$ cat src/rtl/capture_ctrl.sv
// capture_ctrl: sequences sample capture into the channel RAMqueues.
// Drives the shared write enable/address, arms once enough pre-trigger samples
// are stored, counts post-trigger samples, then pulses set_capture_done and
// reports the address of the oldest stored sample.
//
// Handshake: wrt_smpl is a one-cycle strobe with no back-pressure; a sample is
// written exactly on the cycles where we is high. set_capture_done is a
// one-cycle pulse; capture_done is the level held by cmd_cfg until the host
// clears it, and a new capture only starts once it is low.
module capture_ctrl #(
    parameter int ENTRIES = 384,
    parameter int LOG2    = 9
) (
    input  logic            clk,
    input  logic            rst_n,
    input  logic            run,
    input  logic            capture_done,
    input  logic            wrt_smpl,
    input  logic            triggered,
    input  logic [LOG2-1:0] trig_pos,
    output logic            we,
    output logic [LOG2-1:0] waddr,
    output logic            armed,
    output logic            set_capture_done,
    output logic [LOG2-1:0] ram_addr,
    output logic [1:0]      state_dbg
);

    typedef enum logic [1:0] {
        IDLE    = 2'd0,
        CAPTURE = 2'd1,
        POST    = 2'd2,
        DONE    = 2'd3
    } state_t;

    // Sample counter is one bit wider so it can hold ENTRIES itself.
    localparam int CW = LOG2 + 1;
    localparam logic [LOG2-1:0] LAST = LOG2'(ENTRIES - 1);
    localparam logic [CW-1:0]   FULL = CW'(ENTRIES);

    state_t          state;
    logic [CW-1:0]   smpl_cnt;
    logic [LOG2-1:0] post_cnt;

    logic [LOG2-1:0] trig_pos_c;
    logic [CW-1:0]   pre_target;
    logic [LOG2-1:0] waddr_nxt;
    logic [LOG2-1:0] waddr_after;
    logic            post_last;

    // Clamp the post-trigger count so at least one pre-trigger sample is kept,
    // and derive the write-side helpers from the current registered state.
    always_comb begin
        trig_pos_c  = (trig_pos > LAST) ? LAST : trig_pos;
        pre_target  = FULL - {1'b0, trig_pos_c};
        we          = wrt_smpl && ((state == CAPTURE) || (state == POST));
        armed       = (state == CAPTURE) && (smpl_cnt >= pre_target);
        waddr_nxt   = (waddr == LAST) ? '0 : waddr + 1'b1;
        waddr_after = we ? waddr_nxt : waddr;
        // >= keeps POST from running forever if trig_pos is lowered mid-capture.
        post_last   = ({1'b0, post_cnt} + 1'b1) >= {1'b0, trig_pos_c};
    end

    assign state_dbg = state;

    // Capture state machine, write address, counters and completion outputs.
    always_ff @(posedge clk or negedge rst_n) begin
        if (!rst_n) begin
            state            <= IDLE;
            waddr            <= '0;
            smpl_cnt         <= '0;
            post_cnt         <= '0;
            ram_addr         <= '0;
            set_capture_done <= 1'b0;
        end else begin
            set_capture_done <= 1'b0;
            if (we) begin
                waddr <= waddr_nxt;
            end
            case (state)
                IDLE: begin
                    // Undumped data is protected while capture_done is still set.
                    if (run && !capture_done) begin
                        state    <= CAPTURE;
                        waddr    <= '0;
                        smpl_cnt <= '0;
                        post_cnt <= '0;
                    end
                end
                CAPTURE: begin
                    if (!run) begin
                        state <= IDLE;
                    end else begin
                        if (we && (smpl_cnt != FULL)) begin
                            smpl_cnt <= smpl_cnt + 1'b1;
                        end
                        // A sample written in the trigger cycle is pre-trigger.
                        if (triggered && armed) begin
                            if (trig_pos_c == '0) begin
                                state            <= DONE;
                                set_capture_done <= 1'b1;
                                ram_addr         <= waddr_after;
                            end else begin
                                state <= POST;
                            end
                        end
                    end
                end
                POST: begin
                    if (!run) begin
                        state <= IDLE;
                    end else if (we) begin
                        post_cnt <= post_cnt + 1'b1;
                        if (post_last) begin
                            state            <= DONE;
                            set_capture_done <= 1'b1;
                            ram_addr         <= waddr_nxt;
                        end
                    end
                end
                DONE: begin
                    if (!capture_done) begin
                        state <= IDLE;
                    end
                end
                default: state <= IDLE;
            endcase
        end
    end

endmodule
$ cat config.mk
export PLATFORM = sky130hd
export DESIGN_NAME = capture_ctrl
export DESIGN_NICKNAME = d
export VERILOG_FILES = /design/src/rtl/capture_ctrl.sv
export SDC_FILE = /design/constraint.sdc
export NUM_CORES = 1
export LEC_CHECK = 0
export ABC_AREA = 0
export CAP_MARGIN = 10
export CORE_ASPECT_RATIO = 1.4
export CORE_UTILIZATION = 51
export CTS_CLUSTER_SIZE = 16
export DETAILED_ROUTE_END_ITERATION = 8
export PLACE_DENSITY = 0.77
export SETUP_SLACK_MARGIN = 0.05
export SLEW_MARGIN = 20
export SYNTH_ARGS = -nofsm -noshare
export SYNTH_HDL_FRONTEND = slang
export SYNTH_SLANG_ARGS = --single-unit
$ cat constraint.sdc
create_clock -name clk -period 3.4 [get_ports clk]
set_input_delay 0.68 -clock clk [delete_from_list [all_inputs] [get_ports clk]]
set_output_delay 0.68 -clock clk [all_outputs]
set_load 0.1 [all_outputs]
==> key figures, run 1 <==
Place
  • GP Congestion: around 0.85
  • Buffers on Ports: 37
  • HPWL after detailed placement: 5.35 mm

Synth
  • Main area contributors after synthesis: dfrtp_1 (34%), ha_1 (12%), nor2_1 (5.2%)
  • Biggest area consumer among synthesized cells: dfrtp_1
  • Unique masters post-synth: approximately 50
  • Register bit count reported by yosys: 40
  • EDFF count, synth: 0
  • Sequential cell area fraction in the yosys report: 0.337
  • Post-synthesis cell area: about 0.0030 mm^2
  • Async set or reset register ratio after synthesis: 1.00
  • Number of nets in the synthesized netlist: 378
  • Mean cell area of the mapped netlist: just under 9 um^2
  • Synth Flop Type: dfrtp_1
  • Portion of synthesized cell area occupied by the leading cell type: 0.337
  • Yosys synthesis warning count: 0
  • Gate count after technology mapping: about 340

Routing
  • Post-route DRC: 0
  • Average detailed-routed wire length per instance: between 15 and 20 um
  • DRT iter0 DRCs: 88
  • Detailed-route via count: 2724
  • Sum of routed wire length over all layers: ~7.5 mm
  • Antenna Violating Nets Remaining: 0
  • Detailed Routing Iterations Pass 1: 4
  • Post-DR vias/cell: around 5.7

Critical path
  • CP Data Required Time: approximately 2700 ps
  • Levels on crit path: 14
  • Critical-path top delay cell: o21a_4
  • Crit start category: input port
  • Biggest fanout along the worst timing path: 4
  • Critical Setup Path Class: in2out
  • Terminus of the critical flop-to-flop path: ram_addr[5]
  • Ordered cell list for the critical path: buf_6, and2_4, nor2_4, ha_4, nand3b_1, buf_4, o21ai_2, nand2_1, ha_4, a21o_1, a21oi_2, inv_2, o21a_4, buf_12
  • Largest stage delay on the critical path: ~230 ps
  • Cell occurring most often along the worst timing path: ha_4
  • Flop-to-flop setup slack: 270 ps
  • Cell family with most CP delay: compound AO/OA/AOI/OAI gates
  • Origin of the critical flop-to-flop path: post_cnt[2]
  • Category of the worst setup path capture point: primary output
  • Bufs and invs on worst path: 4
  • Worst Path Arrival: 2790 ps
  • Cells on worst reg2reg path: 13

Finish
  • Total area of sequential cells: 0.00100 mm^2
  • Final-layout fill cell count: 440
  • Final core utilization: 0.701
  • Area used by multi-input combinational logic: 0.00203 mm^2
  • Antenna cells: 0
  • Area growth from synthesis to layout: 31.1%
  • Total number of nets in the final design: 448
  • Share of layout cells above drive strength 1: 0.268

Clock network
  • Number of sinks driven by the clock tree: 40
  • CTS buffer count: 5
  • TritonCTS clock tree: built
  • Max Buffers Root-to-Sink: 2
  • CTS H-tree depth: 2
  • Clock latency at the later pin of the worst-skew pair: around 300 ps
  • Master cell of the clock root buffer: clkbuf_8
  • Hold Buf Count CTS: 0
  • Post-CTS clock slew at the launch and capture registers of the worst setup and hold paths: approximately 80 ps

Floorplanning
  • Die W: around 67 um
  • Starting density of the core: 0.534
  • Number of cell rows: 32
  • Die area: 0.00615 mm^2
  • Placeable Area: around 0.0056 mm^2
  • Overall die height: between 90 and 100 um
  • Top-level I/O count: 38

Power
  • Worst-case vdd ir drop: between 600 and 700 uV
  • PD cells: around 570 mW/mm^2
  • Post-layout total power: between 2 and 2.5 mW
  • Leakage power total: about 1.8 nW

GRT
  • Largest net degree at the start of global routing: 41
  • Initial antenna violation count: 0
  • Wire length of the first global-routing pass: approximately 12 mm
  • Number of global-route vias before repair: 2669
  • Overall track demand over capacity in global routing: 0.259
  • Overflow left after global routing: 0

STA
  • Post-layout min period: 3470 ps
  • Setup slack of the critical path after layout: -71.7 ps
  • Final setup violation count: 7
  • Fmax: around 0.29 GHz
  • Slew at the pin closest to its max-slew limit: 965 ps
  • Final Hold Fails: 0
  • Period utilisation layout: 1.02
  • Final-report max-slew violation count: 0
  • Unrepaired setup endpoints after global routing: yes
  • Setup clock skew after layout: roughly 5.2 ps
  • Worst slew margin relative to its limit: 0.355

Min path
  • Min-Delay Path Class: in2async

Run status
  • Violations in the final reports: negative setup slack
  • Outcome: finished with violations

Job
  • Max-capacitance violation count: 0
[layout make-up]
class                      instances  share of cell area
multi-input combinational        274               0.521
sequential                        40               0.257
timing repair buffer              72               0.165
tap                               68              0.0218
clock buffer                       6              0.0212
inverter                          12              0.0125
clock inverter                     2             0.00257
[metrics by stage]
stage / setup TNS, ps / hold slack, ps / cell area [um^2] / instances / setup WS, ps
finish: -152 / 504 / 3900 / 474 / -71.7
global route: -1060 / 534 / 3900 / 474 / -130
CTS: -53.3 / 518 / 3850 / 471 / -53.3
detailed placement: -5490 / 500 / 3650 / 458 / -515
global placement: -4590 / 494 / 3650 / 458 / -421
floorplan: 0 / 384 / 3050 / 335 / 1.59
[synthesized netlist by cell type, types with 4 or more instances]
cell      instances
a21oi_1          13
a21o_1            5
xnor2_1          16
and3_1            4
nand4_1           4
dfrtp_1          40
o21ai_0          21
xor2_1            8
nor2_1           41
mux2_2           13
nand2_1          32
inv_1            11
nand3_1          10
ha_1             28
a22o_1            5
nor3_1           12
or3_1             6
clkbuf_1          8
nor2b_1           7
nor4_1            4
[cell usage in the layout (no fill, tap or decap), drive strengths merged, types with 10 or more instances in the layout]
master,n
a21oi,13
buf,58
dfrtp,40
ha,28
inv,11
mux2,13
nand2,32
nand3,10
nor2,41
nor3,13
o21ai,21
xnor2,16
[power by group]
part           internal [mW]  switching (mW)
clock                  0.162           0.178
combinational          0.439           0.813
sequential             0.547          0.0906
[metal layers]
metal / vias up / GRT usage / wire length [um]
met5: - / 0 / 0
met1: 1306 / 0.319 / 3040
met2: 71 / 0.448 / 3960
met3: 19 / 0.0308 / 267
met4: 0 / 0.105 / 197
li1: 1328 / - / -
[worst max path at each step]
stage | start | slack (ps) | endpoint
after floorplan | trig_pos[7] | 2 | ram_addr[0]
after global placement | trig_pos[7] | -420 | ram_addr[3]
after detailed placement | trig_pos[7] | -520 | armed
after CTS | trig_pos[8] | -50 | armed
after global routing | trig_pos[8] | -130 | armed
final | trig_pos[8] | -70 | armed
[repair_timing]
action,4_1_cts,5_1_grt
setup endpoints to repair,12,10
gates resized for setup,37,10
hold endpoints to repair,0,0
gates cloned,1,0
buffers inserted,5,3
pin swaps,18,12
[registers in the layout, summed over array words and instances (netlist names)]
| register | cells |
|---|---|
| ram_addr | 9 |
| set_capture_done | 1 |
| smpl_cnt | 10 |
| post_cnt | 9 |
| state_dbg | 2 |
| waddr | 9 |
[kinds of logic after synthesis]
| kind of cell | count (synthesis) | share of synthesized area |
|---|---|---|
| adders and majority gates | 28 | 0.118 |
| and+or+nand+nor | 143 | 0.247 |
| DFF | 40 | 0.337 |
| muxes | 16 | 0.0593 |
| xor gates and xnor gates | 24 | 0.0707 |
| other | 1 | 0.00126 |
| buffers and inverters | 21 | 0.0269 |
| AOI/OAI and AO/OA | 62 | 0.140 |
Power figures use the tool's default switching activity.
==> inputs of run 2 (changes only) <==
CELL_PAD_IN_SITES_DETAIL_PLACEMENT = 1   (was default)
CELL_PAD_IN_SITES_GLOBAL_PLACEMENT = 1   (was default)
CORE_UTILIZATION = 38   (was 51)
PLACE_DENSITY = default   (was 0.77)
PLACE_DENSITY_LB_ADDON = 0.1   (was default)
==> key figures, run 2 (synthesis results as in run 1) <==
Run status
  • Outcome: finished with violations (unchanged)
  • Violations in the final reports: negative setup slack (unchanged)

Routing
  • Post-route DRC: 0 (unchanged)
  • Antenna Violating Nets Remaining: 0 (unchanged)
  • DRT iter0 DRCs: 65 (was 88)
  • Detailed Routing Iterations Pass 1: 4 (unchanged)
  • Post-DR vias/cell: 5.33 (was 5.75)
  • Average detailed-routed wire length per instance: 16.2 um (was 15.7 um)
  • Sum of routed wire length over all layers: 8.15 mm (was 7.46 mm)
  • Detailed-route via count: 2682 (was 2724)

Place
  • HPWL after detailed placement: 6.17 mm (was 5.35 mm)
  • Buffers on Ports: 37 (unchanged)
  • GP Congestion: 0.828 (was 0.850)
  • Placed Area: 0.00370 mm^2 (was 0.00365 mm^2)

Critical path
  • Critical-path top delay cell: ha_1 (was o21a_4)
  • Flop-to-flop setup slack: 450 ps (was 270 ps)
  • Ordered cell list for the critical path: buf_8, and2_4, nor2_4, ha_4, buf_4, and3_1, o21ai_0, ha_1, and3_4, a221oi_4, a21oi_2, o21a_4, buf_12 (was buf_6, and2_4, nor2_4, ha_4, nand3b_1, buf_4, o21ai_2, nand2_1, ha_4, a21o_1, a21oi_2, inv_2, o21a_4, buf_12)
  • CP Data Required Time: 2720 ps (about the same)
  • Category of the worst setup path capture point: primary output (unchanged)
  • Biggest fanout along the worst timing path: 3 (was 4)
  • Bufs and invs on worst path: 3 (was 4)
  • Crit path launch: trig_pos[8] (unchanged)
  • Cell family with most CP delay: compound AO/OA/AOI/OAI gates (unchanged)
  • Critical Setup Path Class: in2out (unchanged)
  • Cells on worst reg2reg path: 12 (was 13)
  • Crit start category: input port (unchanged)
  • Origin of the critical flop-to-flop path: post_cnt[1] (was post_cnt[2])
  • Largest stage delay on the critical path: 280 ps (was 230 ps)
  • Terminus of the critical flop-to-flop path: ram_addr[1] (was ram_addr[5])
  • Worst Path Arrival: 2720 ps (was 2790 ps)

Floorplanning
  • Starting density of the core: 0.399 (was 0.534)
  • Die W: 76.8 um (was 66.5 um)
  • Overall die height: 107 um (was 92.4 um)
  • Number of cell rows: 37 (was 32)
  • Die area: 0.00819 mm^2 (was 0.00615 mm^2)
  • Placeable Area: 0.00745 mm^2 (was 0.00557 mm^2)
  • Top-level I/O count: 38 (unchanged)

STA
  • Period utilisation layout: 1.00 (was 1.02)
  • Slew at the pin closest to its max-slew limit: 998 ps (was 965 ps)
  • Post-layout min period: 3400 ps (was 3470 ps)
  • Fmax: 0.294 GHz (was 0.288 GHz)
  • Final setup violation count: 1 (was 7)
  • Final-report max-slew violation count: 0 (unchanged)
  • Unrepaired setup endpoints after global routing: yes (unchanged)
  • Worst slew margin relative to its limit: 0.333 (was 0.355)
  • Final Hold Fails: 0 (unchanged)
  • Setup clock skew after layout: 9.24 ps (was 5.22 ps)
  • Setup slack of the critical path after layout: -3.48 ps (was -71.7 ps)

GRT
  • Number of global-route vias before repair: 2867 (was 2669)
  • Overflow left after global routing: 0 (unchanged)
  • Largest net degree at the start of global routing: 41 (unchanged)
  • Initial antenna violation count: 0 (unchanged)
  • Wire length of the first global-routing pass: 13.9 mm (was 12.2 mm)
  • Overall track demand over capacity in global routing: 0.217 (was 0.259)

Finish
  • Area growth from synthesis to layout: 30.0% (was 31.1%)
  • Final design instance area without fill: 0.00387 mm^2 (was 0.00390 mm^2)
  • Final core utilization: 0.519 (was 0.701)
  • Antenna cells: 0 (unchanged)
  • Most common cell after layout, fill and taps aside: buf_4 (unchanged)
  • Most frequent cells in the layout: buf_4 (53), dfrtp_1 (40), nor2_1 (38) (was buf_4 (47), nor2_1 (40), dfrtp_1 (40))
  • Register ranked first by flip-flop count: smpl_cnt (unchanged)
  • Total number of nets in the final design: 448 (unchanged)
  • Share of layout cells above drive strength 1: 0.271 (was 0.268)
  • Flip-flop count of the largest register, all copies and words added: 10 (unchanged)

Clock network
  • CTS H-tree depth: 2 (unchanged)
  • Hold Buf Count CTS: 0 (unchanged)
  • TritonCTS clock tree: built (unchanged)
  • Master cell of the clock root buffer: clkbuf_8 (unchanged)
  • Number of sinks driven by the clock tree: 40 (unchanged)
  • CTS buffer count: 5 (unchanged)
  • Clock latency at the later pin of the worst-skew pair: 300 ps (about the same)
  • Max Buffers Root-to-Sink: 2 (unchanged)
  • Post-CTS clock slew at the launch and capture registers of the worst setup and hold paths: 80 ps (about the same)

Min path
  • Min-Delay Path Class: in2async (unchanged)

Job
  • Max-capacitance violation count: 0 (unchanged)

Power
  • Switching fraction of total power: 0.490 (was 0.485)
  • Worst-case vdd ir drop: 563 uV (was 656 uV)
  • Seq pwr share: 0.289 (was 0.286)
  • Fraction of power consumed by combinational cells: 0.556 (was 0.562)
  • Net Sw Power: 1.08 mW (about the same)
  • PD cells: 570 mW/mm^2 (was 572 mW/mm^2)
  • Leakage power total: 1.82 nW (was 1.84 nW)
  • Relative contribution of the clock network to total power: 0.154 (was 0.153)
  • Cell internal pwr: 1.12 mW (was 1.15 mW)
-- run 2: how the worst max path moves through the flow --
stage             endpoint  depth (start not counted)
6_report             armed                         13
5_1_grt              armed                         13
4_1_cts              armed                         13
3_5_place_dp   ram_addr[6]                         17
3_3_place_gp   ram_addr[0]                         16
2_1_floorplan  ram_addr[0]                         14
-- run 2: through the flow --
stage | std cells | TNS (ps) | worst slack [ps] | power [mW] | hold WS (ps)
after floorplan | 335 | 0 | 1.59 | 1.49 | 384
after global placement | 489 | -4870 | -439 | 1.85 | 494
after detailed placement | 489 | -5850 | -537 | 1.87 | 500
after CTS | 501 | -26.4 | -26.4 | 2.24 | 518
after global routing | 503 | -271 | -126 | 2.35 | 401
final | 503 | -3.48 | -3.48 | 2.21 | 353
-- run 2: repair_timing --
action,in CTS,in global routing
setup buffers,4,2
endpoints found under the setup margin,12,1
pin swaps,17,12
gates resized for setup,40,2
-- run 2: final cells by class --
type / instances / area (um^2)
clock buffer: 8 / 90.1
multi-input combinational: 274 / 2000
timing repair buffer: 72 / 604
inverter: 12 / 48.8
fill: 887 / 3590
sequential: 40 / 1000
tap: 97 / 121
-- run 2: per-layer routing --
metal / up-vias / global-route usage / share of wire
met1: 1300 / 0.240 / 0.43
met3: 8 / 0.0323 / 0.028
met5: - / 0 / 0
met2: 38 / 0.415 / 0.53
met4: 0 / 0.0755 / 0.016
li1: 1336 / - / -
-- run 2: power by group through the flow --
stage	Sequential (mW)	Combinational, mW	Clock, mW
after floorplan	0.971	0.514	0
after global placement	0.644	1.21	0
after detailed placement	0.645	1.23	0
after CTS	0.638	1.24	0.359
after global routing	0.649	1.32	0.376
final	0.638	1.23	0.341
==> inputs of run 3 (changes only) <==
SKIP_LAST_GASP = 1   (was default)
==> key figures, run 3 (synthesis results as in run 1) <==
Run status
  • Outcome: finished with violations (unchanged)
  • Violations in the final reports: negative setup slack (unchanged)

Clock network
  • CTS buffer count: 5 (unchanged)
  • TritonCTS clock tree: built (unchanged)
  • CTS H-tree depth: 2 (unchanged)
  • Hold Buf Count CTS: 0 (unchanged)
  • Number of sinks driven by the clock tree: 40 (unchanged)
  • Max Buffers Root-to-Sink: 2 (unchanged)
  • Clock latency at the later pin of the worst-skew pair: 300 ps (about the same)
  • Master cell of the clock root buffer: clkbuf_8 (unchanged)
  • Post-CTS clock slew at the launch and capture registers of the worst setup and hold paths: 80 ps (about the same)

STA
  • Final Hold Fails: 0 (unchanged)
  • Final-report max-slew violation count: 0 (unchanged)
  • Fmax: 0.294 GHz (about the same)
  • Final setup violation count: 1 (unchanged)
  • Setup clock skew after layout: 9.14 ps (was 9.24 ps)
  • Worst slack on hold paths: 353 ps (about the same)
  • Unrepaired setup endpoints after global routing: yes (unchanged)
  • Worst slew margin relative to its limit: 0.333 (unchanged)
  • Period utilisation layout: 1.00 (about the same)
  • Setup slack of the critical path after layout: -3.58 ps (was -3.48 ps)
  • Post-layout min period: 3400 ps (about the same)
  • Slew at the pin closest to its max-slew limit: 998 ps (unchanged)

Routing
  • DRT iter0 DRCs: 72 (was 65)
  • Post-route DRC: 0 (unchanged)
  • Sum of routed wire length over all layers: 8.15 mm (about the same)
  • Detailed-route via count: 2683 (was 2682)
  • Average detailed-routed wire length per instance: 16.2 um (about the same)
  • Post-DR vias/cell: 5.33 (about the same)
  • Antenna Violating Nets Remaining: 0 (unchanged)
  • Detailed Routing Iterations Pass 1: 4 (unchanged)

Power
  • Worst-case vdd ir drop: 563 uV (about the same)
  • Leakage power total: 1.82 nW (about the same)
  • Post-layout total power: 2.21 mW (about the same)
  • PD cells: 570 mW/mm^2 (about the same)

Finish
  • Most frequent cells in the layout: buf_4 (53), dfrtp_1 (40), nor2_1 (38) (unchanged)
  • Final cell count without fillers: 503 (unchanged)
  • Area growth from synthesis to layout: 30.0% (unchanged)
  • Final design instance area without fill: 0.00387 mm^2 (unchanged)
  • Most common cell after layout, fill and taps aside: buf_4 (unchanged)
  • Total number of nets in the final design: 448 (unchanged)
  • Final core utilization: 0.519 (unchanged)
  • Flip-flop count of the largest register, all copies and words added: 10 (unchanged)
  • Share of layout cells above drive strength 1: 0.271 (unchanged)
  • Antenna cells: 0 (unchanged)
  • Register ranked first by flip-flop count: smpl_cnt (unchanged)

Floorplanning
  • Number of cell rows: 37 (unchanged)
  • Overall die height: 107 um (unchanged)
  • Top-level I/O count: 38 (unchanged)
  • Starting density of the core: 0.399 (unchanged)
  • Placeable Area: 0.00745 mm^2 (unchanged)
  • Die area: 0.00819 mm^2 (unchanged)
  • Die W: 76.8 um (unchanged)

Critical path
  • Terminus of the critical flop-to-flop path: ram_addr[1] (unchanged)
  • Crit start category: input port (unchanged)
  • Bufs and invs on worst path: 3 (unchanged)
  • CP Data Required Time: 2720 ps (about the same)
  • Critical Setup Path Class: in2out (unchanged)
  • Origin of the critical flop-to-flop path: post_cnt[1] (unchanged)
  • Ordered cell list for the critical path: buf_8, and2_4, nor2_4, ha_4, buf_4, and3_1, o21ai_0, ha_1, and3_4, a221oi_4, a21oi_2, o21a_4, buf_12 (unchanged)
  • Cells on worst reg2reg path: 12 (unchanged)
  • Worst Path Arrival: 2720 ps (about the same)
  • Critical-path top delay cell: ha_1 (unchanged)
  • Largest stage delay on the critical path: 280 ps (about the same)
  • Flop-to-flop setup slack: 450 ps (about the same)
  • Levels on crit path: 13 (unchanged)
  • Category of the worst setup path capture point: primary output (unchanged)
  • Cell family with most CP delay: compound AO/OA/AOI/OAI gates (unchanged)
  • Biggest fanout along the worst timing path: 3 (unchanged)

Min path
  • Min-Delay Path Class: in2async (unchanged)

GRT
  • Overflow left after global routing: 0 (unchanged)
  • Number of global-route vias before repair: 2867 (unchanged)
  • Initial antenna violation count: 0 (unchanged)
  • Overall track demand over capacity in global routing: 0.217 (unchanged)
  • Wire length of the first global-routing pass: 13.9 mm (unchanged)
  • Largest net degree at the start of global routing: 41 (unchanged)

Place
  • Buffers on Ports: 37 (unchanged)
  • HPWL after detailed placement: 6.17 mm (unchanged)
  • Placed cell count: 489 (unchanged)
  • GP Congestion: 0.828 (unchanged)
  • Placed Area: 0.00370 mm^2 (unchanged)

Job
  • Max-capacitance violation count: 0 (unchanged)
==> run 3: worst max path at each step <==
stage	start	end	slack, ps
2_1_floorplan	trig_pos[7]	ram_addr[0]	2
3_3_place_gp	trig_pos[7]	ram_addr[0]	-440
3_5_place_dp	trig_pos[8]	ram_addr[6]	-540
4_1_cts	trig_pos[8]	armed	-30
5_1_grt	trig_pos[8]	armed	-130
6_report	trig_pos[8]	armed	-4
==> run 3: metal layers <==
metal	global-route usage	vias up	share of wire
met2	0.415	41	0.53
li1	-	1336	-
met4	0.0755	0	0.016
met5	0	-	0
met1	0.240	1298	0.42
met3	0.0323	8	0.028
==> run 3: area by class of cell <==
class	instances	area, um^2
Multi-Input combinational cell	274	2000
Sequential cell	40	1000
Fill cell	887	3590
Tap cell	97	121
Inverter	12	48.8
Timing Repair Buffer	72	604
Clock buffer	8	90.1
==> run 3: timing repair <==
item | CTS | global route
resized for setup | 40 | 2
pin swaps | 17 | 11
endpoints found under the setup margin | 12 | 1
buffers inserted | 4 | 2
==> run 3: power breakdown <==
group	internal, mW	switching (mW)	leakage (nW)
clock	0.166	0.175	0.0455
combinational	0.412	0.815	1.23
sequential	0.547	0.0914	0.544
==> run 3: metrics by stage <==
stage | setup TNS (ps) | setup WS (ps)
6_report | -3.58 | -3.58
5_1_grt | -469 | -126
4_1_cts | -26.4 | -26.4
3_5_place_dp | -5850 | -537
3_3_place_gp | -4870 | -439
2_1_floorplan | 0 | 1.59
